`config.mk`:
```
export PLATFORM = sky130hd
export DESIGN_NAME = regfile_write_arbiter_flat
export DESIGN_NICKNAME = d
export VERILOG_FILES = /design/src/rtl/regfile_write_arbiter_if.sv /design/src/rtl/regfile_write_arbiter.sv /design/src/flat_wrapper.sv
export SDC_FILE = /design/constraint.sdc
export NUM_CORES = 1
export LEC_CHECK = 0
export ABC_CLOCK_PERIOD_IN_PS = 1700
export CAP_MARGIN = 25
export CORE_AREA = 4 4 144 146
export CTS_BUF_LIST = sky130_fd_sc_hd__clkbuf_8
export CTS_CLUSTER_SIZE = 8
export DETAILED_ROUTE_END_ITERATION = 12
export DIE_AREA = 0 0 148 150
export GPL_TIMING_DRIVEN = 1
export HOLD_SLACK_MARGIN = 0.02
export PLACE_DENSITY = 0.63
export SKIP_LAST_GASP = 1
export SYNTH_ARGS = -nofsm -noshare
export SYNTH_HDL_FRONTEND = slang
export SYNTH_SLANG_ARGS = --single-unit
```
`constraint.sdc`:
```
create_clock -name clk -period 1.7 [get_ports clk]
set_input_delay 0.255 -clock clk [delete_from_list [all_inputs] [get_ports clk]]
set_output_delay 0.255 -clock clk [all_outputs]
set_load 0.02 [all_outputs]
```
`src/rtl/regfile_write_arbiter_if.sv`:
```
// ---------------------------------------------------------------------------
// regfile_write_arbiter_if
//   Bundles the two writeback requester handshakes (port 0 = ALU writeback,
//   port 1 = load writeback) that feed regfile_write_arbiter.
//
//   Handshake: a requester raises reqN_valid with reqN_addr/reqN_data stable;
//   the transfer happens on the rising clock edge where reqN_valid and
//   reqN_ready are both 1. reqN_ready may depend combinationally on
//   reqN_valid, and the requester must not drop or change a request that has
//   not been accepted.
//
//   Ports / modports:
//     master : requester side; drives valid/addr/data and samples ready
//     slave  : arbiter side; samples valid/addr/data and drives ready
// ---------------------------------------------------------------------------
interface regfile_write_arbiter_if #(
  parameter int DATA_W = 64,
  parameter int ADDR_W = 5
);
  logic              req0_valid;
  logic              req0_ready;
  logic [ADDR_W-1:0] req0_addr;
  logic [DATA_W-1:0] req0_data;
  logic              req1_valid;
  logic              req1_ready;
  logic [ADDR_W-1:0] req1_addr;
  logic [DATA_W-1:0] req1_data;

  modport master (
    output req0_valid, req0_addr, req0_data,
    output req1_valid, req1_addr, req1_data,
    input  req0_ready, req1_ready
  );

  modport slave (
    input  req0_valid, req0_addr, req0_data,
    input  req1_valid, req1_addr, req1_data,
    output req0_ready, req1_ready
  );
endinterface

```
`src/rtl/regfile_write_arbiter.sv`:
```
// ---------------------------------------------------------------------------
// regfile_write_arbiter
//   Shares the single register-file write port between the ALU writeback
//   (port 0) and the load writeback (port 1). Requests are arbitrated
//   round-robin into a one-entry registered write stage; the stage drives a
//   one-hot write enable for the NREG register instances plus common data.
//   Register NREG-1 is hardwired zero: writes to it complete the handshake
//   but never raise a write enable.
//
//   Optional feature: define READ_BYPASS_EN to forward the pending stage
//   data onto rd_data when the read address matches. Without the macro,
//   rd_data is rd_data_reg unchanged.
//
//   Ports:
//     clk          clock, rising edge
//     reset        asynchronous active-low reset
//     req          requester handshakes (slave modport)
//     hold         register-file write port blocked; stage must not drain
//     wr_en        one-hot write enable (zero when idle / held / X31)
//     wr_data      write data to the register file
//     rd_addr      read address presented to the register file
//     rd_data_reg  raw read data from the register file
//     rd_data      read data after the optional bypass
//     busy         write stage holds a pending write (stage valid)
// ---------------------------------------------------------------------------
module regfile_write_arbiter #(
  parameter int DATA_W = 64,
  parameter int ADDR_W = 5,
  parameter int NREG   = 32
) (
  input  logic                 clk,
  input  logic                 reset,
  regfile_write_arbiter_if.slave req,
  input  logic                 hold,
  output logic [NREG-1:0]      wr_en,
  output logic [DATA_W-1:0]    wr_data,
  input  logic [ADDR_W-1:0]    rd_addr,
  input  logic [DATA_W-1:0]    rd_data_reg,
  output logic [DATA_W-1:0]    rd_data,
  output logic                 busy
);

  localparam logic [ADDR_W-1:0] ZERO_REG = ADDR_W'(NREG - 1);

  logic              stage_valid_q, stage_valid_d;
  logic [ADDR_W-1:0] stage_addr_q,  stage_addr_d;
  logic [DATA_W-1:0] stage_data_q,  stage_data_d;
  logic              last_grant_q,  last_grant_d;

  logic accept_ok;
  logic grant_vld;
  logic grant_sel;
  logic accept;

  // The stage can take a new entry if it is empty or draining this cycle.
  assign accept_ok = !stage_valid_q || !hold;

  // Round-robin: on a tie the requester that did not win last time wins.
  always_comb begin
    grant_vld = 1'b0;
    grant_sel = 1'b0;
    case ({req.req1_valid, req.req0_valid})
      2'b01:   begin grant_vld = 1'b1; grant_sel = 1'b0;          end
      2'b10:   begin grant_vld = 1'b1; grant_sel = 1'b1;          end
      2'b11:   begin grant_vld = 1'b1; grant_sel = ~last_grant_q; end
      default: begin grant_vld = 1'b0; grant_sel = 1'b0;          end
    endcase
  end

  assign accept = grant_vld && accept_ok;

  // Readies are forced low while reset is asserted so no handshake can be
  // seen by a requester during reset.
  assign req.req0_ready = accept && !grant_sel && reset;
  assign req.req1_ready = accept &&  grant_sel && reset;

  always_comb begin
    stage_valid_d = stage_valid_q;
    stage_addr_d  = stage_addr_q;
    stage_data_d  = stage_data_q;
    last_grant_d  = last_grant_q;
    if (stage_valid_q && !hold) begin
      stage_valid_d = 1'b0;
    end
    // An accept in the same cycle as a drain replaces the entry directly.
    if (accept) begin
      stage_valid_d = 1'b1;
      stage_addr_d  = grant_sel ? req.req1_addr : req.req0_addr;
      stage_data_d  = grant_sel ? req.req1_data : req.req0_data;
      last_grant_d  = grant_sel;
    end
  end

  always_ff @(posedge clk or negedge reset) begin
    if (!reset) begin
      stage_valid_q <= 1'b0;
      stage_addr_q  <= '0;
      stage_data_q  <= '0;
      last_grant_q  <= 1'b1;
    end else begin
      stage_valid_q <= stage_valid_d;
      stage_addr_q  <= stage_addr_d;
      stage_data_q  <= stage_data_d;
      last_grant_q  <= last_grant_d;
    end
  end

  always_comb begin
    wr_en = '0;
    if (stage_valid_q && !hold && (stage_addr_q != ZERO_REG)) begin
      wr_en = NREG'(1) << stage_addr_q;
    end
  end

  assign wr_data = stage_data_q;
  assign busy    = stage_valid_q;

`ifdef READ_BYPASS_EN
  // Forward the pending write so a read of its target sees the new value,
  // including while the write port is held.
  always_comb begin
    rd_data = rd_data_reg;
    if (stage_valid_q && (stage_addr_q == rd_addr) && (rd_addr != ZERO_REG)) begin
      rd_data = stage_data_q;
    end
  end
`else
  assign rd_data = rd_data_reg;
  // rd_addr only matters when the bypass is built in.
  logic unused_rd_addr;
  assign unused_rd_addr = ^rd_addr;
`endif

endmodule

```
`src/flat_wrapper.sv`:
```
// flat-port wrapper written by rule: the top's interface ports become plain ports
module regfile_write_arbiter_flat 
#(
  parameter int DATA_W = 64,
  parameter int ADDR_W = 5,
  parameter int NREG   = 32
)
  (clk, reset, hold, wr_en, wr_data, rd_addr, rd_data_reg, rd_data, busy, req_req0_valid, req_req0_addr, req_req0_data, req_req1_valid, req_req1_addr, req_req1_data, req_req0_ready, req_req1_ready);
  regfile_write_arbiter_if #(.DATA_W(DATA_W), .ADDR_W(ADDR_W)) req_i ();
  input  logic clk;
  input  logic reset;
  input  logic hold;
  output logic [NREG-1:0] wr_en;
  output logic [DATA_W-1:0] wr_data;
  input  logic [ADDR_W-1:0] rd_addr;
  input  logic [DATA_W-1:0] rd_data_reg;
  output logic [DATA_W-1:0] rd_data;
  output logic busy;
  input wire logic [$bits(req_i.req0_valid)-1:0] req_req0_valid;
  input wire logic [$bits(req_i.req0_addr)-1:0] req_req0_addr;
  input wire logic [$bits(req_i.req0_data)-1:0] req_req0_data;
  input wire logic [$bits(req_i.req1_valid)-1:0] req_req1_valid;
  input wire logic [$bits(req_i.req1_addr)-1:0] req_req1_addr;
  input wire logic [$bits(req_i.req1_data)-1:0] req_req1_data;
  output wire logic [$bits(req_i.req0_ready)-1:0] req_req0_ready;
  output wire logic [$bits(req_i.req1_ready)-1:0] req_req1_ready;
  assign req_i.req0_valid = req_req0_valid;
  assign req_i.req0_addr = req_req0_addr;
  assign req_i.req0_data = req_req0_data;
  assign req_i.req1_valid = req_req1_valid;
  assign req_i.req1_addr = req_req1_addr;
  assign req_i.req1_data = req_req1_data;
  assign req_req0_ready = req_i.req0_ready;
  assign req_req1_ready = req_i.req1_ready;
  regfile_write_arbiter #(.DATA_W(DATA_W), .ADDR_W(ADDR_W), .NREG(NREG)) u_core (.clk(clk), .reset(reset), .req(req_i), .hold(hold), .wr_en(wr_en), .wr_data(wr_data), .rd_addr(rd_addr), .rd_data_reg(rd_data_reg), .rd_data(rd_data), .busy(busy));
endmodule
```
=== Word level (Yosys, flattened, before mapping) ===
Index checks and enable logic that the tools add are counted.

* Register bits after elaboration: 71
* Bits of input ports: 212
* Output and inout port bits: 163
* Word-level logic and storage cells: 30

* Equality and inequality tests: 4
* Shift-type cells: 1
* Multiplexer cells: 7
* Bitwise gates (word level): 1
* Reduce and logical (&&, ||, !) cells: 13

{| class="wikitable"
|+ Operators by type and width
! operator !! number
|-
| 64-bit two-way mux || 1
|-
| 32-bit two-way mux || 1
|-
| 1-bit by 5-bit left shift with 32-bit output (first input constant) || 1
|-
| 1-bit logical AND || 7
|-
| 5-bit two-way mux || 1
|-
| 5-bit != test (second input constant) || 1
|-
| 2-bit equality test (second input constant) || 2
|-
| 1-bit logical NOT || 3
|-
| 1-bit two-way mux || 3
|-
| 3-bit OR reduction || 1
|-
| 2-bit by 1-bit equality test with 1-bit output (second input constant) || 1
|-
| 1-bit one-hot mux with 2 select lines || 1
|-
| 2-bit nonzero test || 1
|-
| 1-bit logical OR || 1
|-
| 1-bit inverter || 1
|}

=== Logic depth before layout (Yosys ltp) ===
* Depth in word-level cells: 6
* Mapped depth: 5
* Gate-level depth less buffers: 3

=== Worst setup path before layout ===
OpenSTA, ideal clock, no wires.

* Path type: reg2out
* Start: register u_core.stage_valid_q (netlist: u_core.busy)
* End: output port wr_en[4]
* Arrival: 1.609 ns
* Required time: 1.445 ns
* Path slack: -0.164 ns
* Cell stages (with the launch flop): 3
* Path through: dfrtp_1 nor3b_1 nor4b_1

* Word-level cells in the longest chain between the ends: 3

{| class="wikitable"
|+ Ends and longest elaborated chain
! element !! line !! text
|-
| from (decl) || regfile_write_arbiter.sv:45 || <nowiki>logic stage_valid_q, stage_valid_d;</nowiki>
|-
| from (signal assigned) || regfile_write_arbiter.sv:101 || <nowiki>stage_valid_q <= stage_valid_d;</nowiki>
|-
| 1-bit logical AND (2 in series) || regfile_write_arbiter.sv:110 || <nowiki>if (stage_valid_q && !hold && (stage_addr_q != ZERO_REG)) begin</nowiki>
|-
| 32-bit two-way mux || regfile_write_arbiter.sv:110 ||
|-
| to (decl) || flat_wrapper.sv:13 || <nowiki>output logic [NREG-1:0] wr_en;</nowiki>
|}

Every way passes these cells.

=== Final worst setup path ===
* Start: register u_core.stage_addr_q[3]
* End: output port wr_en[4]

* Word-level cells in the longest chain between the ends: 3
* Elaborated cells on any way between the ends: 4
* Classes of those cells: eq/ne: 1; shift: 1; mux: 1; reduce/logical: 1

{| class="wikitable"
|+ Ends and longest elaborated chain
! element !! line !! text
|-
| from (decl) || regfile_write_arbiter.sv:46 || <nowiki>logic [ADDR_W-1:0] stage_addr_q, stage_addr_d;</nowiki>
|-
| from (signal assigned) || regfile_write_arbiter.sv:102 || <nowiki>stage_addr_q <= stage_addr_d;</nowiki>
|-
| 5-bit != test || regfile_write_arbiter.sv:110 ||
|-
| 1-bit logical AND || regfile_write_arbiter.sv:110 ||
|-
| 32-bit two-way mux (*) || regfile_write_arbiter.sv:110 ||
|}

Every way passes the cells marked *; elsewhere a longest branch is shown, timed or not.

==> results.json <==
{
  "peakVddDrop_mv": 0.417,
  "remaining_drc_errors": 0,
  "syn-num-nets": 577,
  "wl_met2_um": 7680,
  "fin_tns_setup_ps": -1300,
  "yosysTopAreaCellShare": 0.448,
  "grt_usage": 0.133,
  "yosys.area.top_type": "dfrtp_1",
  "ant_nets": 0,
  "row_count": 51,
  "outcome": "complete, but fails checks",
  "portBuffers": 240,
  "syn_area_per_cell_sq_um": 10.7,
  "p_leak_nw": 2.80,
  "synth-edff-count": 0,
  "cp-end-kind": "output port",
  "cp_max_fo": 4,
  "p_int_mw": 4.15,
  "powerDensity_nw_per_um2": 888,
  "drt-wirelength-per-cell_um": 18.5,
  "clock-sinks": 71,
  "cp.required_ps": 1440,
  "clkPwrFrac": 0.259,
  "synth_cell_types": 25,
  "netlist_area_sq_um": 3910,
  "cp_data_arrival_time_ps": 1560,
  "worstPathCellList": "nand2b_4 -> buf_6 -> nor4b_4 -> buf_12",
  "max_slew_margin": 0.642,
  "gp_congestion": 0.780,
  "first_global_vias": 3783,
  "antenna_found_initial": 2,
  "start_util": 0.202,
  "crit_buf_inv": 2,
  "utilization": 0.351,
  "chipHeight_um": 150,
  "place_hpwl_um": 11000,
  "period_minus_slack_ps": 1820,
  "total_power_mw": 6.05,
  "cts-root-buf": "clkbuf_8",
  "fmax_ghz": 0.550,
  "comb_power_share": 0.386,
  "sw_frac_of_total": 0.314,
  "synth_warnings": 0,
  "power.share.sequential": 0.355,
  "synthArstFlopShare": 1.00,
  "cts_buffers": 9,
  "path_depth": 4,
  "wl_met1_um": 5970,
  "reg2regPathDepth": 6,
  "top_layer": "met5",
  "clk_pin_slew_ps": 80,
  "netSwitchingPower_mw": 1.90,
  "synth_cells": 365,
  "cts_tree": "built",
  "dieArea_sq_um": 22200,
  "grt_pass1_wl_um": 22500,
  "dr.pass1.iters": 4,
  "fin_ws_ps": -118,
  "core_sq_um": 19400,
  "syn_to_final_growth_pct": 74.1,
  "worst_pin_slew_ps": 536,
  "hold_depth": 4,
  "worstSkewPairLatency_ps": 350,
  "yosysMostFrequentCell": "and2_1",
  "crit_type": "reg2out",
  "skew_ps": 9.42,
  "crit_path_start_kind": "register",
  "final_cell_count_no_fill": 832,
  "routed_wl_um": 15400,
  "seq_area_frac_synth": 0.455,
  "synth_common_cells": "71 x and2_1, 70 x dfrtp_1, 69 x a221o_1",
  "hold_violations": 0,
  "finalMaxSlewViolations": 0,
  "grt_start_max_net_pins": 71,
  "first_iter_violations": 120,
  "layout.nets": 773,
  "setup_violations": 32,
  "synth_area_leaders": "dfrtp_1 45%, a221o_1 18%, buf_4 12%",
  "fillers": 1997,
  "io_pins": 375,
  "rsz0062_at_grt": "yes",
  "crit_family": "simple AND/OR/NAND/NOR gates",
  "grt_overflow": 0,
  "dpl.cell_count": 806,
  "violations": "setup timing",
  "htree_levels": 3,
  "viasPerCell": 4.33,
  "drv_cap": 0,
  "min_path_type": "in2reg",
  "ctsLongestPathBuffers": 2,
  "die_x_um": 148,
  "vias": 3600,
  "cp_slowest_cell": "dfrtp_2",
  "layout-drive-gt1-share": 0.230,
  "wl_met3_um": 1240,
  "synthFlopType": "dfrtp_1",
  "ys_ff_latch": 71,
  "finalCritPeriodShare": 1.07,
  "critPathMaxStageDelay_ps": 450
}
[placed cells by master (no fill, tap or decap), drive strengths merged]
master	n
a21o	1
a221o	69
and2	71
and2b	1
and3	2
and3b	1
buf	69
bufinv	2
clkbuf	11
clkdlybuf4s50	204
clkinv	1
conb	1
dfrtp	70
dfstp	1
diode	1
dlygate4sd2	2
dlygate4sd3	1
inv	2
nand2	11
nand2b	5
nand3	2
nand3b	2
nor2	21
nor2b	2
nor3	10
nor3b	1
nor4b	2
o2bb2ai	1
[final timing paths]
check                                       start                      to  slack (ps)
setup / recovery           u_core.stage_addr_q[3]                wr_en[4]        -120
hold / removal                               hold             u_core.busy         490
setup reg to reg                      u_core.busy       u_core.wr_data[6]         -20
hold reg to reg               u_core.last_grant_q     u_core.last_grant_q         520
max in group asynchronous                   reset  u_core.stage_addr_q[0]         750
min in group asynchronous                   reset      u_core.wr_data[35]         520
[registers in the layout (all words and copies together), names as in the netlist]
signal	flops
u_core.wr_data	64
u_core.last_grant_q	1
u_core.busy	1
u_core.stage_addr_q	5
[layer usage]
layer  GRT usage  up-vias
met2       0.225      174
met5           0        -
li1            -     1644
met4      0.0614        2
met1       0.151     1733
met3      0.0475       47
[stage by stage]
stage,setup WS [ps],area (sq um),hold slack [ps]
floorplan,9.10,3930,-40.6
global placement,-603,6260,355
detailed placement,-588,6260,368
CTS,-169,6650,447
global route,-204,6810,475
finish,-118,6810,488
[timing repair]
| item | CTS | global route |
|---|---|---|
| cloned | 1 | 0 |
| gates resized for setup | 188 | 48 |
| setup endpoints to repair | 104 | 94 |
| buffers inserted | 5 | 2 |
| pin swaps | 6 | 5 |
| endpoints found under the hold margin | 70 | 0 |
| hold buffers | 1 | 0 |
[worst register-to-register path, cell delays in order, from the launching register on]
cell     delay [ps]
dfrtp_1         400
buf_4           160
nand2_2          60
and3_2          220
buf_6           170
buf_16          190
a221o_1         400
[power groups by stage]
stage,Combinational (mW),Sequential [mW],Clock (mW)
6_report,2.34,2.15,1.57
5_1_grt,2.48,2.19,1.70
4_1_cts,2.29,2.14,1.66
3_5_place_dp,2.16,2.16,0
3_3_place_gp,2.16,2.16,0
2_1_floorplan,0.863,2.45,0
[cells by family (layout without fill, tap and decap cells)]
kind of cell	Yosys count	count (layout)	synth area share
simple gates	131	131	0.190
flops	71	71	0.455
buf+inv	91	292	0.174
other cells	1	2	0.000959
compound gates	71	71	0.181
[area by class of cell]
type / instances / area, sq um / area share
well taps: 265 / 332 / 0.0487
multi-input cells: 203 / 1700 / 0.250
clock buffers: 11 / 151 / 0.0222
clock inverters: 5 / 72.6 / 0.0107
diodes: 1 / 2.50 / 0.000368
flip-flops and latches: 71 / 1780 / 0.262
repair buffers: 276 / 2770 / 0.406
No activity file was read; power rests on OpenSTA's default activity.
